<file path="config.mk">
export PLATFORM = sky130hd
export DESIGN_NAME = key_push_gen
export DESIGN_NICKNAME = d
export VERILOG_FILES = /design/src/rtl/key_push_gen.sv
export SDC_FILE = /design/constraint.sdc
export NUM_CORES = 1
export LEC_CHECK = 0
export CAP_MARGIN = 15
export CORE_MARGIN = 1
export CORE_UTILIZATION = 42
export DETAILED_ROUTE_END_ITERATION = 16
export GPL_ROUTABILITY_DRIVEN = 1
export MAX_ROUTING_LAYER = met4
export PLACE_DENSITY_LB_ADDON = 0.25
export SETUP_SLACK_MARGIN = 0.15
export SLEW_MARGIN = 20
export SYNTH_ARGS = -nofsm -noshare
export SYNTH_HDL_FRONTEND = slang
export SYNTH_SLANG_ARGS = --single-unit
</file>
<file path="constraint.sdc">
create_clock -name CLOCK_50 -period 1.95 [get_ports CLOCK_50]
set_clock_uncertainty 0.05 [all_clocks]
set_input_delay 0.39 -clock CLOCK_50 [delete_from_list [all_inputs] [get_ports CLOCK_50]]
set_output_delay 0.39 -clock CLOCK_50 [all_outputs]
set_load 0.02 [all_outputs]
</file>
<file path="src/rtl/key_push_gen.sv">
// Push-button conditioner: 2-FF sync, debounce, press detect, and a push request held
// until the slow consumer's tik strobe has seen it.
module key_push_gen #(
  parameter int DEBOUNCE_CYCLES = 1000000,
  parameter int CNT_W           = 20,
  parameter bit ACTIVE_LOW      = 1'b1
) (
  input  logic       CLOCK_50,
  input  logic       reset,
  input  logic       key_raw,
  input  logic       tik,
  output logic       key_level,
  output logic       press,
  output logic       push,
  output logic       push_lost,
  output logic [1:0] press_cnt
);

  localparam logic             RELEASED = ACTIVE_LOW ? 1'b1 : 1'b0;
  localparam logic [CNT_W-1:0] CNT_LAST = CNT_W'(DEBOUNCE_CYCLES - 1);

  typedef enum logic {IDLE, PENDING} state_t;

  logic             sync1_q, sync2_q;
  logic             key_sync;
  logic [CNT_W-1:0] db_cnt_q, db_cnt_d;
  logic             level_q, level_d;
  logic             press_q, press_d;
  state_t           state_q, state_d;
  logic [1:0]       press_cnt_q, press_cnt_d;
  logic             lost_q, lost_d;

  always_ff @(posedge CLOCK_50) begin
    if (reset) begin
      sync1_q <= RELEASED;
      sync2_q <= RELEASED;
    end else begin
      sync1_q <= key_raw;
      sync2_q <= sync1_q;
    end
  end

  // Normalised so that 1 always means "pressed", whatever the board polarity.
  assign key_sync = sync2_q ^ RELEASED;

  always_comb begin
    db_cnt_d = db_cnt_q;
    level_d  = level_q;
    press_d  = 1'b0;
    if (key_sync == level_q) begin
      db_cnt_d = '0;
    end else if (db_cnt_q == CNT_LAST) begin
      level_d  = key_sync;
      db_cnt_d = '0;
      press_d  = key_sync;
    end else begin
      db_cnt_d = db_cnt_q + 1'b1;
    end
  end

  always_comb begin
    state_d     = state_q;
    press_cnt_d = press_cnt_q;
    lost_d      = 1'b0;
    case (state_q)
      IDLE: begin
        if (press_q) begin
          state_d     = PENDING;
          press_cnt_d = press_cnt_q + 2'd1;
        end
      end
      PENDING: begin
        if (press_q) begin
          // A press landing on the tik is a fresh request; otherwise the old one absorbs it.
          if (tik) press_cnt_d = press_cnt_q + 2'd1;
          else     lost_d      = 1'b1;
        end else if (tik) begin
          state_d = IDLE;
        end
      end
      default: state_d = IDLE;
    endcase
  end

  always_ff @(posedge CLOCK_50) begin
    if (reset) begin
      db_cnt_q    <= '0;
      level_q     <= 1'b0;
      press_q     <= 1'b0;
      state_q     <= IDLE;
      press_cnt_q <= 2'd0;
      lost_q      <= 1'b0;
    end else begin
      db_cnt_q    <= db_cnt_d;
      level_q     <= level_d;
      press_q     <= press_d;
      state_q     <= state_d;
      press_cnt_q <= press_cnt_d;
      lost_q      <= lost_d;
    end
  end

  assign key_level = level_q;
  assign press     = press_q;
  assign push      = (state_q == PENDING);
  assign push_lost = lost_q;
  assign press_cnt = press_cnt_q;

endmodule

</file>
==> results of run 1 <==
registers in the layout (all words and copies together), names as in the netlist:
signal,cells
sync2_q,1
db_cnt_q,20
push,1
key_level,1
press,1
press_cnt,2
push_lost,1
sync1_q,1
how the worst min path moves through the flow:
stage          depth (start not counted)  slack (ns)       to     from
2_1_floorplan                          1        0.34  sync2_q  sync1_q
3_3_place_gp                           1        0.34  sync2_q  sync1_q
3_5_place_dp                           1        0.35  sync2_q  sync1_q
4_1_cts                                1        0.38  sync2_q  sync1_q
5_1_grt                                1        0.39  sync2_q  sync1_q
6_report                               1        0.38  sync2_q  sync1_q
power by group through the flow:
stage	sequential, mW	clock, mW	combinational [mW]
after floorplan	0.588	0	0.00907
after global placement	0.589	0	0.0164
after detailed placement	0.589	0	0.0169
after CTS	0.576	0.396	0.0201
after global routing	0.577	0.416	0.0219
final	0.576	0.390	0.0202
final cells by class:
type | instances | area share
Timing Repair Buffer | 17 | 0.105
Tap cell | 31 | 0.0269
Multi-Input combinational cell | 97 | 0.438
Inverter | 2 | 0.00520
Clock buffer | 3 | 0.0156
Sequential cell | 28 | 0.388
Clock inverter | 1 | 0.0208
logic make-up (layout without fill, tap and decap cells):
family	after synthesis	count (layout)
adder cells (fa/ha/maj)	1	1
AO/OA/AOI/OAI	10	10
AND/OR/NAND/NOR	68	68
XOR/XNOR	18	18
flip-flops	28	28
buffers and inverters	8	23
what timing repair did:
action | CTS | global route
pin swaps | 1 | 0
resized for setup | 3 | 5
setup buffers | 4 | 0
endpoints found under the setup margin | 5 | 11
hold buffers | 0 | 0
stage by stage:
step | instances | hold WS [ns] | setup slack, ns
final | 179 | 0.378 | 0.252
after global routing | 179 | 0.389 | 0.199
after CTS | 179 | 0.380 | 0.177
after detailed placement | 171 | 0.346 | 0.174
after global placement | 171 | 0.342 | 0.281
after floorplan | 133 | 0.339 | 0.375
cell usage in the layout (no fill, tap or decap), drive strengths merged, types with 2 or more instances in the layout:
| cell | n |
|---|---|
| nand2 | 4 |
| nand3 | 9 |
| or2 | 2 |
| o21ai | 2 |
| dfxtp | 28 |
| inv | 2 |
| dlymetal6s2s | 2 |
| and4 | 5 |
| nor4b | 2 |
| xor2 | 15 |
| and3 | 3 |
| nor4 | 3 |
| dlygate4sd2 | 3 |
| and2 | 2 |
| a21oi | 4 |
| nor2 | 21 |
| nand4 | 13 |
| xnor2 | 3 |
| clkbuf | 3 |
| clkdlybuf4s50 | 4 |
| buf | 8 |
layer usage:
metal / vias up / GRT usage / share of wire
met5: - / - / 0
met4: 0 / 0.115 / 0.032
met3: 9 / 0.0233 / 0.027
met2: 20 / 0.286 / 0.48
met1: 477 / 0.217 / 0.46
li1: 506 / - / -
==> run metrics, run 1 <==
max-slew violations=0; placed cell area=1350 um2; CP delay by family, top=buffers and inverters; Avg Cell Area, Syn=9.20 um2; Internal=0.795 mW; CP max FO=1; Synth Area in Compound Gates=0.0583; area fraction of the dominant cell type after synthesis=0.458; Synthesized Nets=138; # fillers=about 270; R2R Path End=db_cnt_q[19]; RD Place Congestion=between 0.7 and 0.8; setup slack, reg-to-reg=0.31 ns; Leak=0.524 nW; post-synthesis mux area share=0; DR iter-0 viols=30; largest net degree at the start of global routing=17; Core Util, Final=0.524; number of synthesized flops with an enable pin=0; CTS tree=done; Distinct cells, synth=33; critical path capture point type=output port; vias in the first global route=between 900 and 1000; Starting Density=0.444; layout cell share with drive strength beyond 1=0.149; Die Height=between 50 and 60 um; Critical path buffers and inverters=1; Synth Area in Simple Gates=0.309; Synth area leader=dfxtp_1; initial antenna violation count=0; kind of critical path=reg -> out; row count=19; Clk pwr share=0.395; Tightest Pin Transition=0.413 ns; vias per cell=5.65; fin nets=154; Warnings, synthesis=0; peak per-stage delay on the critical path=slightly below 0.6 ns; first-pass GRT wire length=4.25 mm; worst setup path endpoint=push_lost; top-count cell post-synth=dfxtp_1; Synth Cell Area=around 1200 um2; WP data required=1.51 ns; total CTS buffers=3; Sink Count=28; critical path startpoint=push_lost; # DRC=0; RSZ-0062 raised after global routing=false; max-slew headroom at the worst pin=0.722; TritonRoute pass-1 iters=4; Die ar.=3130 um2; Worst Hold Class=reg -> reg; Syn Inst Count=133; CP max stage cell=clkdlybuf4s50_1; clock slew at reported path FFs=0.15 ns; total power=0.987 mW; vias=about 1000; ys flop type=dfxtp_1; global route overflow=0; area of the multi-input gates=633 um2; XOR/XNOR share of the synthesized area=0.129; Core ar.=2760 um2; Die Wd=56.0 um; sw power=0.192 mW; Pwr Density=683 nW/um2; final hold vios=0; Period minus WS final=1.70 ns; switch share=0.194; Area Growth Syn to Fin=18.0%; main area contributors after synthesis=dfxtp_1, xor2_1, nand4_1; register area=561 um2; Final setup viols=0; worst r2r path cells=4; Root Buffer=clkbuf_4; Clock Tree Buf Depth=2; Worst-Skew Late Latency=0.34 ns; GRT Total Usage=0.181; largest family of logic cells by synthesized area=simple AND/OR/NAND/NOR gates; Logic pwr share=0.020; Crit path depth=1; Flop pwr share=0.584; number of diodes=0; Sum Neg Setup Slack=0 ns; post-route cell area=around 1400 um2; post-DR wirelength/cell=between 10 and 15 um; Yosys reg bits=28; fmax=0.589 GHz; synth cell count leaders=dfxtp_1, nor2_1, xor2_1; H-tree depth=1; Post-Synth Adder-Cell Area=0.0102; Startpoint Class=flip-flop; number of I/O port buffers=9; sequential area share after synthesis=0.458; period utilization=0.871; RR Startpoint=db_cnt_q[6]; HPWL after DPL=1.71 mm; arrival time worst endpoint=1.26 ns; Cell Chain, Critical Path=clkdlybuf4s50_1; drt total wl=approximately 2.6 mm; number of max-cap violations=0; antenna violation net count after detailed routing=0; status=complete, no violations; ys async rst share=0; peak supply drop=523 uV; # IOs=10
Power figures use the tool's default switching activity.
==> run 2, diff against run 1 <==
- SETUP_SLACK_MARGIN: 0.15 -> default
==> run 2 against run 1 <==
Final area is 1.7% lower. Maximum frequency down 6.4%. Critical path type unchanged. Cell count is 1.7% lower. Count of clock-buffer cells in the layout is the same. Sequential cell count is the same. First-iteration DRC count down 37%. Power is 0.43% lower. Critical endpoint is now key_level. Sequential share of layout area increased by 0.68 points. Combinational power shrank 5%. Die area stayed put. Core utilization shrank 0.91 points.
==> run metrics, run 2 (synthesized netlist as in run 1, its figures left out) <==
post-placement cell count=171 (unchanged); number of I/O port buffers=9 (unchanged); CTS tree=done; WP data required=1.51 ns (about the same); clock slew at reported path FFs=0.15 ns (about the same); Hold Startpoint=sync1_q; Pwr Density=692 nW/um2 (+1.3%); Die Height=56.0 um (unchanged); Tightest Pin Transition=0.436 ns (+0.0230 ns); final hold vios=0 (unchanged); total CTS buffers=3 (unchanged); WHS Path Cells=1 (unchanged); fin cells=176 (-1.7%); Routed met2 length=1.16 mm (-5.1%); TritonRoute pass-1 iters=4 (unchanged); arrival time worst endpoint=1.37 ns (+0.11 ns); max-slew headroom at the worst pin=0.705 (-0.0171); HPWL after DPL=1.71 mm (unchanged); peak supply drop=517 uV (-1.1%); Sink Count=28 (unchanged); antenna violation net count after detailed routing=0 (unchanged); WL met3=66 um (-4.3%); CP max stage cell=clkdlybuf4s50_1; Final setup viols=0 (unchanged); period utilization=0.930 (+0.0591); vias=1003 (-0.89%); number of max-cap violations=0 (unchanged); CTS hold repair buffers=0 (unchanged); Core ar.=2760 um2 (unchanged); # IOs=10 (unchanged); Critical path buffers and inverters=1 (unchanged); most common cell after layout, fill and taps aside=dfxtp_1; post-DR wirelength/cell=13.7 um (-4.2%); Top Metal Used=met4; Sum Neg Setup Slack=0 ns (unchanged); vias per cell=5.70 (+0.80%); fmax=0.552 GHz (-6.4%); flip-flop count of the largest register after layout=20 (unchanged); Metal-1 WL=1.13 mm (-4.4%); # DRC=0 (unchanged); initial antenna violation count=0 (unchanged); Leak=0.461 nW (-12%); Worst-Skew Late Latency=0.34 ns (about the same); CP max FO=4 (+3); RR Startpoint=db_cnt_q[10]; layout cell share with drive strength beyond 1=0.110 (-0.0383); H-tree depth=1 (unchanged); hold endpoint=sync2_q; Clock Tree Buf Depth=2 (unchanged); Starting Density=0.444 (unchanged); first-pass GRT wire length=4.06 mm (-4.5%); Die ar.=3130 um2 (unchanged); Period minus WS final=1.81 ns (+0.115 ns); max-slew violations=0 (unchanged); largest net degree at the start of global routing=20 (+3); status=complete, no violations; GRT Total Usage=0.172 (-0.00858); RD Place Congestion=0.786 (unchanged); row count=19 (unchanged); number of diodes=0 (unchanged); Cell Chain, Critical Path=clkdlybuf4s50_1; Die Wd=56.0 um (unchanged); Root Buffer=clkbuf_4; setup slack, reg-to-reg=0.25 ns (-0.06 ns); RSZ-0062 raised after global routing=false; commonest non-fill, non-tap cells in the layout=dfxtp_1, nor2_1, xor2_1; fin nets=151 (-1.9%); global route overflow=0 (unchanged); Startpoint Class=flip-flop; vias in the first global route=914 (-5.0%); Worst Hold Class=reg -> reg; drt total wl=2.41 mm (-5.8%); Area Growth Syn to Fin=16.0%; kind of critical path=reg -> out; Reg with most FFs=db_cnt_q; DR iter-0 viols=19 (-37%); R2R Path End=db_cnt_q[4]; CP delay by family, top=buffers and inverters; worst r2r path cells=5 (+1); critical path capture point type=output port; peak per-stage delay on the critical path=0.62 ns (+0.03 ns)
-- run 2: worst max path at each step --
| stage | cells after the start | to | from |
|---|---|---|---|
| 2_1_floorplan | 6 | db_cnt_q[15] | db_cnt_q[0] |
| 3_3_place_gp | 4 | db_cnt_q[5] | db_cnt_q[12] |
| 3_5_place_dp | 4 | db_cnt_q[4] | db_cnt_q[10] |
| 4_1_cts | 1 | key_level | key_level |
| 5_1_grt | 1 | key_level | key_level |
| 6_report | 1 | key_level | key_level |
-- run 2: stage by stage --
step	power, mW	instance area [um2]	utilization	setup slack [ns]	hold slack, ns
4_1_cts	0.990	1400	0.507	0.123	0.380
3_3_place_gp	0.605	1350	0.488	0.281	0.342
3_5_place_dp	0.606	1350	0.488	0.174	0.346
5_1_grt	1.01	1420	0.515	0.0674	0.389
2_1_floorplan	0.597	1220	-	0.375	0.339
6_report	0.982	1420	0.515	0.137	0.378
-- run 2: layout make-up --
| class | count | area (um2) |
|---|---|---|
| Fill cell | 273 | 1340 |
| Multi-Input combinational cell | 97 | 619 |
| Sequential cell | 28 | 561 |
| Timing Repair Buffer | 14 | 140 |
| Tap cell | 31 | 38.8 |
| Clock inverter | 1 | 30.0 |
| Clock buffer | 3 | 22.5 |
| Inverter | 2 | 7.51 |
-- run 2: what timing repair did --
item / CTS / global route
resized for setup: 0 / 0
setup buffers: 0 / 1
endpoints found under the setup margin: 0 / 10
-- run 2: routing by layer --
layer	vias to the layer above	global-route usage
met4	0	0.0941
li1	499	-
met2	17	0.276
met5	-	-
met1	482	0.212
met3	5	0.0209
-- run 2: report_power, final --
group          switching [mW]  total, mW  internal (mW)
sequential            0.00142      0.576          0.575
clock                   0.179      0.387          0.208
combinational         0.00796     0.0192         0.0113
-- run 2: worst register-to-register path, stage by stage, from the launching register on --
cell	delay, ns
dfxtp_1	0.39
nor4b_1	0.45
nand4_1	0.26
o21ai_4	0.22
buf_12	0.16
nor2_1	0.07
==> run 3, diff against run 2 <==
- CORE_UTILIZATION: 42 -> 55
==> run 3 against run 2 <==
Cell count is 2.8% lower. Wire length is 5.6% lower. Setup slack worse by 0.0037 ns. Power is 1.2% lower. Hold slack better by 0.0047 ns. Register-to-register slack hardly changed. Largest cell class unchanged. Critical path depth stayed put. Maximum frequency is 0.20% lower.
==> run metrics, run 3 (synthesized netlist as in run 1, its figures left out) <==
Die Wd=49.2 um (-12%); number of diodes=0 (unchanged); pre-CTS setup slack=0.265 ns (+0.0909 ns); peak per-stage delay on the critical path=0.63 ns (about the same); Worst Hold Class=reg -> reg; CP max FO=4 (unchanged); status=complete, no violations; largest net degree at the start of global routing=20 (unchanged); drt total wl=2.27 mm (-5.6%); layout cell share with drive strength beyond 1=0.104 (-0.00618); Core ar.=2020 um2 (-27%); Die Height=49.2 um (-12%); DR iter-0 viols=20 (+1); Tightest Pin Transition=0.452 ns (+0.0157 ns); Reg with most FFs=db_cnt_q; Cell Chain, Critical Path=clkdlybuf4s50_1; # IOs=10 (unchanged); H-tree depth=1 (unchanged); number of max-cap violations=0 (unchanged); Sink Count=28 (unchanged); Period minus WS final=1.82 ns (+0.00372 ns); Leak=0.451 nW (-2.3%); post-cts sizing count=0 (unchanged); CTS tree=done; GRT Total Usage=0.230 (+0.0583); most common cell after layout, fill and taps aside=dfxtp_1; Sum Neg Setup Slack=0 ns (unchanged); # DRC=0 (unchanged); Final setup viols=0 (unchanged); max-slew violations=0 (unchanged); number of I/O port buffers=9 (unchanged); Area Growth Syn to Fin=13.9%; Startpoint Class=flip-flop; Starting Density=0.605 (+0.161); WP data required=1.51 ns (about the same); flip-flop count of the largest register after layout=20 (unchanged); critical path capture point type=output port; clock slew at reported path FFs=0.15 ns (about the same); CP delay by family, top=buffers and inverters; post-DR wirelength/cell=13.3 um (-2.9%); RSZ-0062 raised after global routing=false; HPWL after DPL=1.64 mm (-4.0%); initial antenna violation count=0 (unchanged); total CTS buffers=3 (unchanged); # fillers=157 (-42%); commonest non-fill, non-tap cells in the layout=dfxtp_1, nor2_1, xor2_1; period utilization=0.932 (+0.00191); max-slew headroom at the worst pin=0.698 (-0.00751); fin nets=150 (-0.66%); vias in the first global route=920 (+0.66%); kind of critical path=reg -> out; Root Buffer=clkbuf_4; vias=960 (-4.3%); final hold vios=0 (unchanged); CP max stage cell=clkdlybuf4s50_1; Die ar.=2420 um2 (-23%); row count=16 (-3); PnR worst setup slack=0.133 ns (-0.00372 ns); Clock Tree Buf Depth=2 (unchanged); Worst-Skew Late Latency=0.34 ns (about the same); postcts setup bufs=0 (unchanged); global route overflow=0 (unchanged); CTS hold repair buffers=0 (unchanged); Critical path buffers and inverters=1 (unchanged); RD Place Congestion=0.837 (+6.4%); Pwr Density=696 nW/um2 (+0.52%); TritonRoute pass-1 iters=4 (unchanged); fmax=0.550 GHz (-0.20%); antenna violation net count after detailed routing=0 (unchanged); arrival time worst endpoint=1.38 ns (about the same); first-pass GRT wire length=4.10 mm (+1.0%); peak supply drop=505 uV (-2.4%); vias per cell=5.61 (-1.5%)
[run 3: cell count changes in the layout (fill, tap and decap cells not counted), sizes merged]
cell / delta
buf: -1
[run 3: final cells by class]
type / instances / area (um2) / area share
inverter: 2 / 7.51 / 0.00539
sequential: 28 / 561 / 0.402
clock inverter: 1 / 30.0 / 0.0215
multi-input combinational: 97 / 619 / 0.444
clock buffer: 3 / 22.5 / 0.0162
timing repair buffer: 13 / 120 / 0.0862
tap: 27 / 33.8 / 0.0242
[run 3: final timing paths]
check	start	slack, ns	cells past startpoint	end
max	key_level	0.13	1	key_level
min	sync1_q	0.38	1	sync2_q
min reg2reg	sync1_q	0.38	1	sync2_q
max reg2reg	db_cnt_q[10]	0.25	4	db_cnt_q[15]
[run 3: layer usage]
layer  share of wire  up-vias  GRT usage
met1            0.50      449      0.285
met2            0.46       10      0.372
li1                -      496          -
met4           0.023        0      0.108
met5               0        -          -
met3           0.015        5     0.0280
[run 3: stage by stage]
step	util	cell area (um2)	instances	hold WS [ns]	power (mW)
final	0.689	1390	171	0.382	0.970
after global routing	0.689	1390	171	0.396	0.997
after CTS	0.689	1390	171	0.387	0.976
after detailed placement	0.663	1340	167	0.352	0.605
after global placement	0.663	1340	167	0.344	0.605
after floorplan	-	1220	133	0.339	0.597
[run 3: where the power goes]
group          switching, mW  total, mW  leakage, nW  internal (mW)
logic                0.00720     0.0165        0.197        0.00927
clock network          0.169      0.377       0.0279          0.208
registers            0.00158      0.576        0.226          0.575
